**src/rtl/mbq_arb_pkg.sv**
```systemverilog
// Shared definitions for the multibuffer_queue write arbiter and its round-robin picker.
// Also usable by the read-side scheduler.
package mbq_arb_pkg;

  typedef enum logic {
    IDLE  = 1'b0,
    GRANT = 1'b1
  } arb_state_t;

  localparam int STAT_WIDTH = 32;
  localparam int MAX_REQ    = 32;
  localparam int MAX_REQ_W  = 5;

  // One-hot of the first set bit of req at or after ptr, wrapping at n (n <= MAX_REQ).
  function automatic logic [MAX_REQ-1:0] rr_pick(input logic [MAX_REQ-1:0] req,
                                                 input int unsigned ptr,
                                                 input int unsigned n);
    logic [MAX_REQ-1:0] oh;
    logic               found;
    int unsigned        idx;
    oh    = '0;
    found = 1'b0;
    for (int unsigned k = 0; k < MAX_REQ; k++) begin
      if (k < n && !found) begin
        idx = ptr + k;
        if (idx >= n) idx = idx - n;
        if (req[idx[MAX_REQ_W-1:0]]) begin
          oh[idx[MAX_REQ_W-1:0]] = 1'b1;
          found                  = 1'b1;
        end
      end
    end
    return oh;
  endfunction

endpackage

```
**src/rtl/mbq_write_arbiter_if.sv**
```systemverilog
// Producer-side and queue-side signals of the multibuffer_queue write arbiter.
interface mbq_write_arbiter_if #(
  parameter int NUM_REQ    = 4,
  parameter int DATA_WIDTH = 128
);
  logic [NUM_REQ-1:0]            req;
  logic [NUM_REQ*DATA_WIDTH-1:0] req_data;
  logic [NUM_REQ-1:0]            req_ready;
  logic [NUM_REQ-1:0]            grant;
  logic                          q_write_en;
  logic [DATA_WIDTH-1:0]         q_data_in;
  logic                          q_waitrequest;
  logic                          q_almost_full;
  logic                          busy;

  // Handshake: a producer beat transfers on a rising edge where req[i] && req_ready[i];
  // req/req_data must stay stable until then. The queue takes a write when
  // q_write_en && !q_waitrequest.
  modport master (
    input  req, req_data, q_waitrequest, q_almost_full,
    output req_ready, grant, q_write_en, q_data_in, busy
  );

  modport slave (
    output req, req_data, q_waitrequest, q_almost_full,
    input  req_ready, grant, q_write_en, q_data_in, busy
  );
endinterface

```
**src/rtl/mbq_rr_picker.sv**
```systemverilog
// Combinational cyclic first-one search: picks the first requester at or after ptr.
// Shared with the read-side scheduler.
module mbq_rr_picker
  import mbq_arb_pkg::*;
#(
  parameter int  NUM_REQ = 4,
  localparam int PTR_W   = $clog2(NUM_REQ)
) (
  input  logic [NUM_REQ-1:0] req,
  input  logic [PTR_W-1:0]   ptr,
  output logic [NUM_REQ-1:0] pick,
  output logic [PTR_W-1:0]   pick_idx
);

  logic [MAX_REQ-1:0] oh;

  always_comb begin
    oh       = rr_pick(MAX_REQ'(req), 32'(ptr), NUM_REQ);
    pick     = oh[NUM_REQ-1:0];
    pick_idx = '0;
    for (int k = 0; k < MAX_REQ; k++) begin
      if (oh[k]) pick_idx = PTR_W'(k);
    end
  end

endmodule

```
**src/rtl/mbq_write_arbiter.sv**
```systemverilog
// Round-robin per-burst arbiter sharing the multibuffer_queue write port among NUM_REQ producers.
// Define MBQ_ARB_STATS_EN to add per-requester accepted-beat counters and a stall counter.
module mbq_write_arbiter
  import mbq_arb_pkg::*;
#(
  parameter int  NUM_REQ    = 4,
  parameter int  DATA_WIDTH = 128,
  parameter int  BURST_LEN  = 16,
  localparam int PTR_W      = $clog2(NUM_REQ),
  localparam int CNT_W      = $clog2(BURST_LEN + 1)
) (
  input  logic                          clk,
  input  logic                          rst_n,
  mbq_write_arbiter_if.master           bus,
  output arb_state_t                    dbg_state,
  output logic [PTR_W-1:0]              dbg_rr_ptr,
  output logic [CNT_W-1:0]              dbg_beat_cnt
`ifdef MBQ_ARB_STATS_EN
  ,
  output logic [NUM_REQ*STAT_WIDTH-1:0] stat_beats,
  output logic [STAT_WIDTH-1:0]         stat_stall
`endif
);

  arb_state_t         state, state_nxt;
  logic [NUM_REQ-1:0] grant_q, grant_nxt;
  logic [PTR_W-1:0]   owner_q, owner_nxt;
  logic [PTR_W-1:0]   rr_ptr, rr_nxt;
  logic [CNT_W-1:0]   beat_cnt, cnt_nxt;
  logic [NUM_REQ-1:0] pick;
  logic [PTR_W-1:0]   pick_idx;
  logic               accept;
  logic               burst_end;

  mbq_rr_picker #(.NUM_REQ(NUM_REQ)) u_picker (
    .req      (bus.req),
    .ptr      (rr_ptr),
    .pick     (pick),
    .pick_idx (pick_idx)
  );

  always_ff @(posedge clk or negedge rst_n) begin
    if (!rst_n) begin
      state    <= IDLE;
      grant_q  <= '0;
      owner_q  <= '0;
      rr_ptr   <= '0;
      beat_cnt <= '0;
    end else begin
      state    <= state_nxt;
      grant_q  <= grant_nxt;
      owner_q  <= owner_nxt;
      rr_ptr   <= rr_nxt;
      beat_cnt <= cnt_nxt;
    end
  end

  always_comb begin
    state_nxt     = state;
    grant_nxt     = grant_q;
    owner_nxt     = owner_q;
    rr_nxt        = rr_ptr;
    cnt_nxt       = beat_cnt;
    bus.req_ready = '0;
    bus.q_write_en = 1'b0;
    bus.busy      = 1'b0;
    accept        = 1'b0;
    burst_end     = 1'b0;
    case (state)
      IDLE: begin
        // almost_full only gates the start of a burst, never an ongoing one
        if (|bus.req && !bus.q_almost_full) begin
          state_nxt = GRANT;
          grant_nxt = pick;
          owner_nxt = pick_idx;
          cnt_nxt   = '0;
        end
      end
      GRANT: begin
        bus.busy                = 1'b1;
        bus.q_write_en          = bus.req[owner_q];
        accept                  = bus.req[owner_q] & ~bus.q_waitrequest;
        bus.req_ready[owner_q]  = accept;
        if (!bus.req[owner_q]) begin
          burst_end = 1'b1;
        end else if (accept) begin
          if (beat_cnt == CNT_W'(BURST_LEN - 1)) burst_end = 1'b1;
          else                                   cnt_nxt   = beat_cnt + 1'b1;
        end
        if (burst_end) begin
          state_nxt = IDLE;
          grant_nxt = '0;
          cnt_nxt   = '0;
          rr_nxt    = (owner_q == PTR_W'(NUM_REQ - 1)) ? '0 : owner_q + 1'b1;
        end
      end
      default: state_nxt = IDLE;
    endcase
  end

  assign bus.q_data_in = bus.req_data[owner_q*DATA_WIDTH +: DATA_WIDTH];
  assign bus.grant     = grant_q;
  assign dbg_state     = state;
  assign dbg_rr_ptr    = rr_ptr;
  assign dbg_beat_cnt  = beat_cnt;

`ifdef MBQ_ARB_STATS_EN
  always_ff @(posedge clk or negedge rst_n) begin
    if (!rst_n) begin
      stat_beats <= '0;
      stat_stall <= '0;
    end else begin
      if (accept)
        stat_beats[owner_q*STAT_WIDTH +: STAT_WIDTH] <=
          stat_beats[owner_q*STAT_WIDTH +: STAT_WIDTH] + 1'b1;
      if (state == GRANT && bus.req[owner_q] && bus.q_waitrequest)
        stat_stall <= stat_stall + 1'b1;
    end
  end
`endif

endmodule

```
**src/flat_wrapper.sv**
```systemverilog
// flat-port wrapper written by rule: the top's interface ports become plain ports
module mbq_write_arbiter_flat import mbq_arb_pkg::*;
#(
  parameter int  NUM_REQ    = 4,
  parameter int  DATA_WIDTH = 128,
  parameter int  BURST_LEN  = 16,
  localparam int PTR_W      = $clog2(NUM_REQ),
  localparam int CNT_W      = $clog2(BURST_LEN + 1)
)
  (clk, rst_n, dbg_state, dbg_rr_ptr, dbg_beat_cnt, bus_req, bus_req_data, bus_q_waitrequest, bus_q_almost_full, bus_req_ready, bus_grant, bus_q_write_en, bus_q_data_in, bus_busy);
  mbq_write_arbiter_if #(.NUM_REQ(NUM_REQ), .DATA_WIDTH(DATA_WIDTH)) bus_i ();
  input  logic clk;
  input  logic rst_n;
  output arb_state_t dbg_state;
  output logic [PTR_W-1:0] dbg_rr_ptr;
  output logic [CNT_W-1:0] dbg_beat_cnt;
  input wire logic [$bits(bus_i.req)-1:0] bus_req;
  input wire logic [$bits(bus_i.req_data)-1:0] bus_req_data;
  input wire logic [$bits(bus_i.q_waitrequest)-1:0] bus_q_waitrequest;
  input wire logic [$bits(bus_i.q_almost_full)-1:0] bus_q_almost_full;
  output wire logic [$bits(bus_i.req_ready)-1:0] bus_req_ready;
  output wire logic [$bits(bus_i.grant)-1:0] bus_grant;
  output wire logic [$bits(bus_i.q_write_en)-1:0] bus_q_write_en;
  output wire logic [$bits(bus_i.q_data_in)-1:0] bus_q_data_in;
  output wire logic [$bits(bus_i.busy)-1:0] bus_busy;
  assign bus_i.req = bus_req;
  assign bus_i.req_data = bus_req_data;
  assign bus_i.q_waitrequest = bus_q_waitrequest;
  assign bus_i.q_almost_full = bus_q_almost_full;
  assign bus_req_ready = bus_i.req_ready;
  assign bus_grant = bus_i.grant;
  assign bus_q_write_en = bus_i.q_write_en;
  assign bus_q_data_in = bus_i.q_data_in;
  assign bus_busy = bus_i.busy;
  mbq_write_arbiter #(.NUM_REQ(NUM_REQ), .DATA_WIDTH(DATA_WIDTH), .BURST_LEN(BURST_LEN)) u_core (.clk(clk), .rst_n(rst_n), .bus(bus_i), .dbg_state(dbg_state), .dbg_rr_ptr(dbg_rr_ptr), .dbg_beat_cnt(dbg_beat_cnt));
endmodule
```
**config.mk**
```make
export PLATFORM = sky130hd
export DESIGN_NAME = mbq_write_arbiter_flat
export DESIGN_NICKNAME = d
export VERILOG_FILES = /design/src/rtl/mbq_arb_pkg.sv /design/src/rtl/mbq_write_arbiter_if.sv /design/src/rtl/mbq_rr_picker.sv /design/src/rtl/mbq_write_arbiter.sv /design/src/flat_wrapper.sv
export SDC_FILE = /design/constraint.sdc
export NUM_CORES = 1
export LEC_CHECK = 0
export BUFFER_PORTS_ARGS = -buffer_cell sky130_fd_sc_hd__clkbuf_2
export CAP_MARGIN = 20
export CORE_AREA = 5 5 253 255
export CTS_BUF_LIST = sky130_fd_sc_hd__clkbuf_8
export DETAILED_ROUTE_END_ITERATION = 10
export DIE_AREA = 0 0 258 260
export GPL_ROUTABILITY_DRIVEN = 0
export HOLD_SLACK_MARGIN = 0.08
export SLEW_MARGIN = 20
export SYNTH_ARGS = -nofsm -noshare
export SYNTH_HDL_FRONTEND = slang
export SYNTH_SLANG_ARGS = --single-unit
```
**constraint.sdc**
```tcl
create_clock -name clk -period 2.8 [get_ports clk]
set_clock_uncertainty 0.2 [all_clocks]
set_input_delay 0 -clock clk [delete_from_list [all_inputs] [get_ports clk]]
set_output_delay 0 -clock clk [all_outputs]
set_load 0.02 [all_outputs]
```
==> metrics.csv <==
metric,value,unit
die_area,67080,sq um
synthCells,310,
rsz0062_at_grt,no,
reg2reg_from,u_core.dbg_rr_ptr[0],
crit_type,flop to flop,
maxCapViolCount,0,
synth.top_cells.by_count,"mux4_2 (129), nand2_1 (18), buf_2 (15), clkbuf_1 (15)",
postCtsSetupRepairBufs,0,
rrSetupSlack,100,ps
clockBufferDepth,2,
root_buffer,clkbuf_8,
drive_above_1_share,86.76,%
nNetsFinal,1494,
fin_util,14.36,%
required,2800,ps
pwr-share-seq,4.5,%
fin_crit,2698,ps
die_h,260,um
fmax,370.6,MHz
area_growth,102.4,%
syn_area,4353,sq um
cts_made_buffers,3,
synth.mux.area_fraction,68.70,%
pwr-share-comb,92.8,%
die_w,258,um
hold_path_class,primary input to output pin,
slew_violations,0,
total_power,8.168,mW
dpl.hpwl,45.68,mm
avgSynthCellArea,14.04,sq um
max-vdd-ir-drop,0.4163,mV
yosysWarnings,0,
antenna_found_initial,54,
grt-ovfl-total,0,
clk_pin_slew,70,ps
synth_top_area_share,66.74,%
critPathLaunchType,flop,
reg2reg_to,u_core.owner_q[0],
ys.flop_type,dfrtp_1,
power_density,926.9,nW/um^2
start_util,7.093,%
drc,0,
synth_compound_area_share,5.892,%
ant_nets,0,
finalSetupViolCount,0,
hold_slack,241.8,ps
worst-endpoint-arrival,2690,ps
dp_slack,140.1,ps
cp_max_fo,5,
cellLeakagePower,4.309,nW
synthXorXnorAreaFrac,0.6036,%
synth_area_leaders,"mux4_2 (67%), dfrtp_1 (8.0%), ha_1 (4.0%), buf_2 (1.7%), nand2_1 (1.6%)",
post-route-period-util,96.36,%
yosysTopAreaCell,mux4_2,
num_rows,91,
clock_sink_count,14,
cp-end-kind,flop,
insertion_delay,260,ps
hold_start,bus_req_data[451],
internal-power,3.608,mW
grt_pass1_wl,60.32,mm
cts_max_level,1,
synth-async-reset-ratio,100.0,%
outcome,completed,
synth_simple_gate_area_share,7.876,%
hold_end,bus_q_data_in[67],
grt_max_degree,69,
synth_top_family_by_area,multiplexers,
hold_viol_final,0,
grt_use_total,13.28,%
synthAdderAreaFrac,4.024,%
cts_tree,done,
core,61370,sq um
p_sw,4.560,mW
relSlewSlack,53.48,%
drtIter0Drc,321,
r2r_cells,9,
wl_per_cell,27.60,um
drt-vias-per-instance,3.638,
top_level_ports,666,
ys_seq_area_share,8.048,%
vias,6424,
synth_most_common_cell,mux4_2,
tightest_slew,695.5,ps
ys_ff_latch,14,
first_pass_iters,4,
synth_edf_count,0,
grt_pass1_vias,6638,
swShare,55.83,%
fin_ws,102.0,ps
synth_cell_type_count,55,
syn_nets,844,
p_clk_share,2.6,%
whs_path_depth,3,
wirelength,48.74,mm
io_buffers,665,
## critical path, cell delays in order (launching register included)
cell	delay, ps
dfrtp_2	380
clkinvlp_4	100
ha_4	310
mux2_4	310
and3_4	190
or4_4	580
nor2_2	140
a211oi_2	60
o211ai_2	170
a41o_1	180
## registers in the layout (all words and copies together), names as in the netlist
register and cells:
u_core.dbg_beat_cnt 5, u_core.bus.grant 4, u_core.dbg_rr_ptr 2, u_core.owner_q 2, u_core.dbg_state 1
## layout by cell type (no fill, tap or decap), drive strengths merged, types with 2 or more instances in the layout
master       instances
a21o                 2
diode               17
nand2b               3
nor2                 7
dlygate4sd3          4
or4                  2
inv                  8
mux4               129
and2                 8
a221oi               2
buf                 12
nand3                5
dfrtp               14
nand3b               2
and3                 2
a21oi                5
o211ai               3
mux2i                4
nor4                 2
mux2                 4
nand2               18
clkbuf             669
o21ai                8
ha                  14
nor3                 7
or3                  2
a31oi                3
a211oi               3
xor2                 3
## layer usage
metal / up-vias / share of wire (%) / global-route usage [%] / wire length [um]
met5: - / 0.49 / 0.9503 / 237
met1: 3067 / 36 / 14.87 / 17710
met3: 88 / 16 / 9.184 / 8034
li1: 2703 / - / - / -
met2: 530 / 45 / 21.46 / 21920
met4: 36 / 1.7 / 1.587 / 844
## through the flow
stage | setup TNS (ps) | instance area (sq um) | cells
floorplan | -102.9 | 4384 | 310
detailed placement | 0 | 8665 | 1741
CTS | 0 | 8760 | 1749
global route | 0 | 8782 | 1754
finish | 0 | 8812 | 1766
global placement | 0 | 8665 | 1741
## cell families (layout without fill, tap and decap cells)
logic type | Yosys count | after routing
fa+ha+maj | 14 | 14
xor+xnor | 3 | 3
simple gates | 63 | 63
buf+inv | 45 | 694
other cells | 0 | 17
mux | 137 | 137
flops | 14 | 14
compound gates | 34 | 34
## layout make-up
type | instances | area, sq um
diodes | 17 | 42.54
multi-input cells | 251 | 3820
flip-flops and latches | 14 | 360.3
clock buffers | 4 | 55.05
well taps | 790 | 988.4
inverters | 9 | 37.54
repair buffers | 681 | 3508
fillers | 6968 | 52560
## power groups by stage
stage          logic (mW)  clock network [mW]  registers [mW]
6_report             7.58               0.214           0.370
5_1_grt              8.12               0.227           0.383
4_1_cts              7.74               0.218           0.375
3_5_place_dp         7.70                   0           0.379
3_3_place_gp         7.69                   0           0.375
2_1_floorplan        4.97                   0           0.410
## worst max path at each step
stage | from | endpoint | cells past startpoint
floorplan | u_core.dbg_rr_ptr[0] | u_core.owner_q[0] | 9
global route | u_core.dbg_rr_ptr[0] | u_core.owner_q[0] | 8
detailed placement | u_core.dbg_rr_ptr[0] | u_core.owner_q[0] | 9
CTS | u_core.dbg_rr_ptr[0] | u_core.owner_q[0] | 9
finish | u_core.dbg_rr_ptr[0] | u_core.owner_q[0] | 9
global placement | u_core.dbg_rr_ptr[0] | u_core.owner_q[0] | 9
## what timing repair did
action / 4_1_cts / 5_1_grt
hold endpoints to repair: 18 / 0
hold buffers: 4 / 0
endpoints found under the setup margin: 0 / 1
gates resized for setup: 0 / 2
Note: power is estimated with default switching activity, not from simulation.
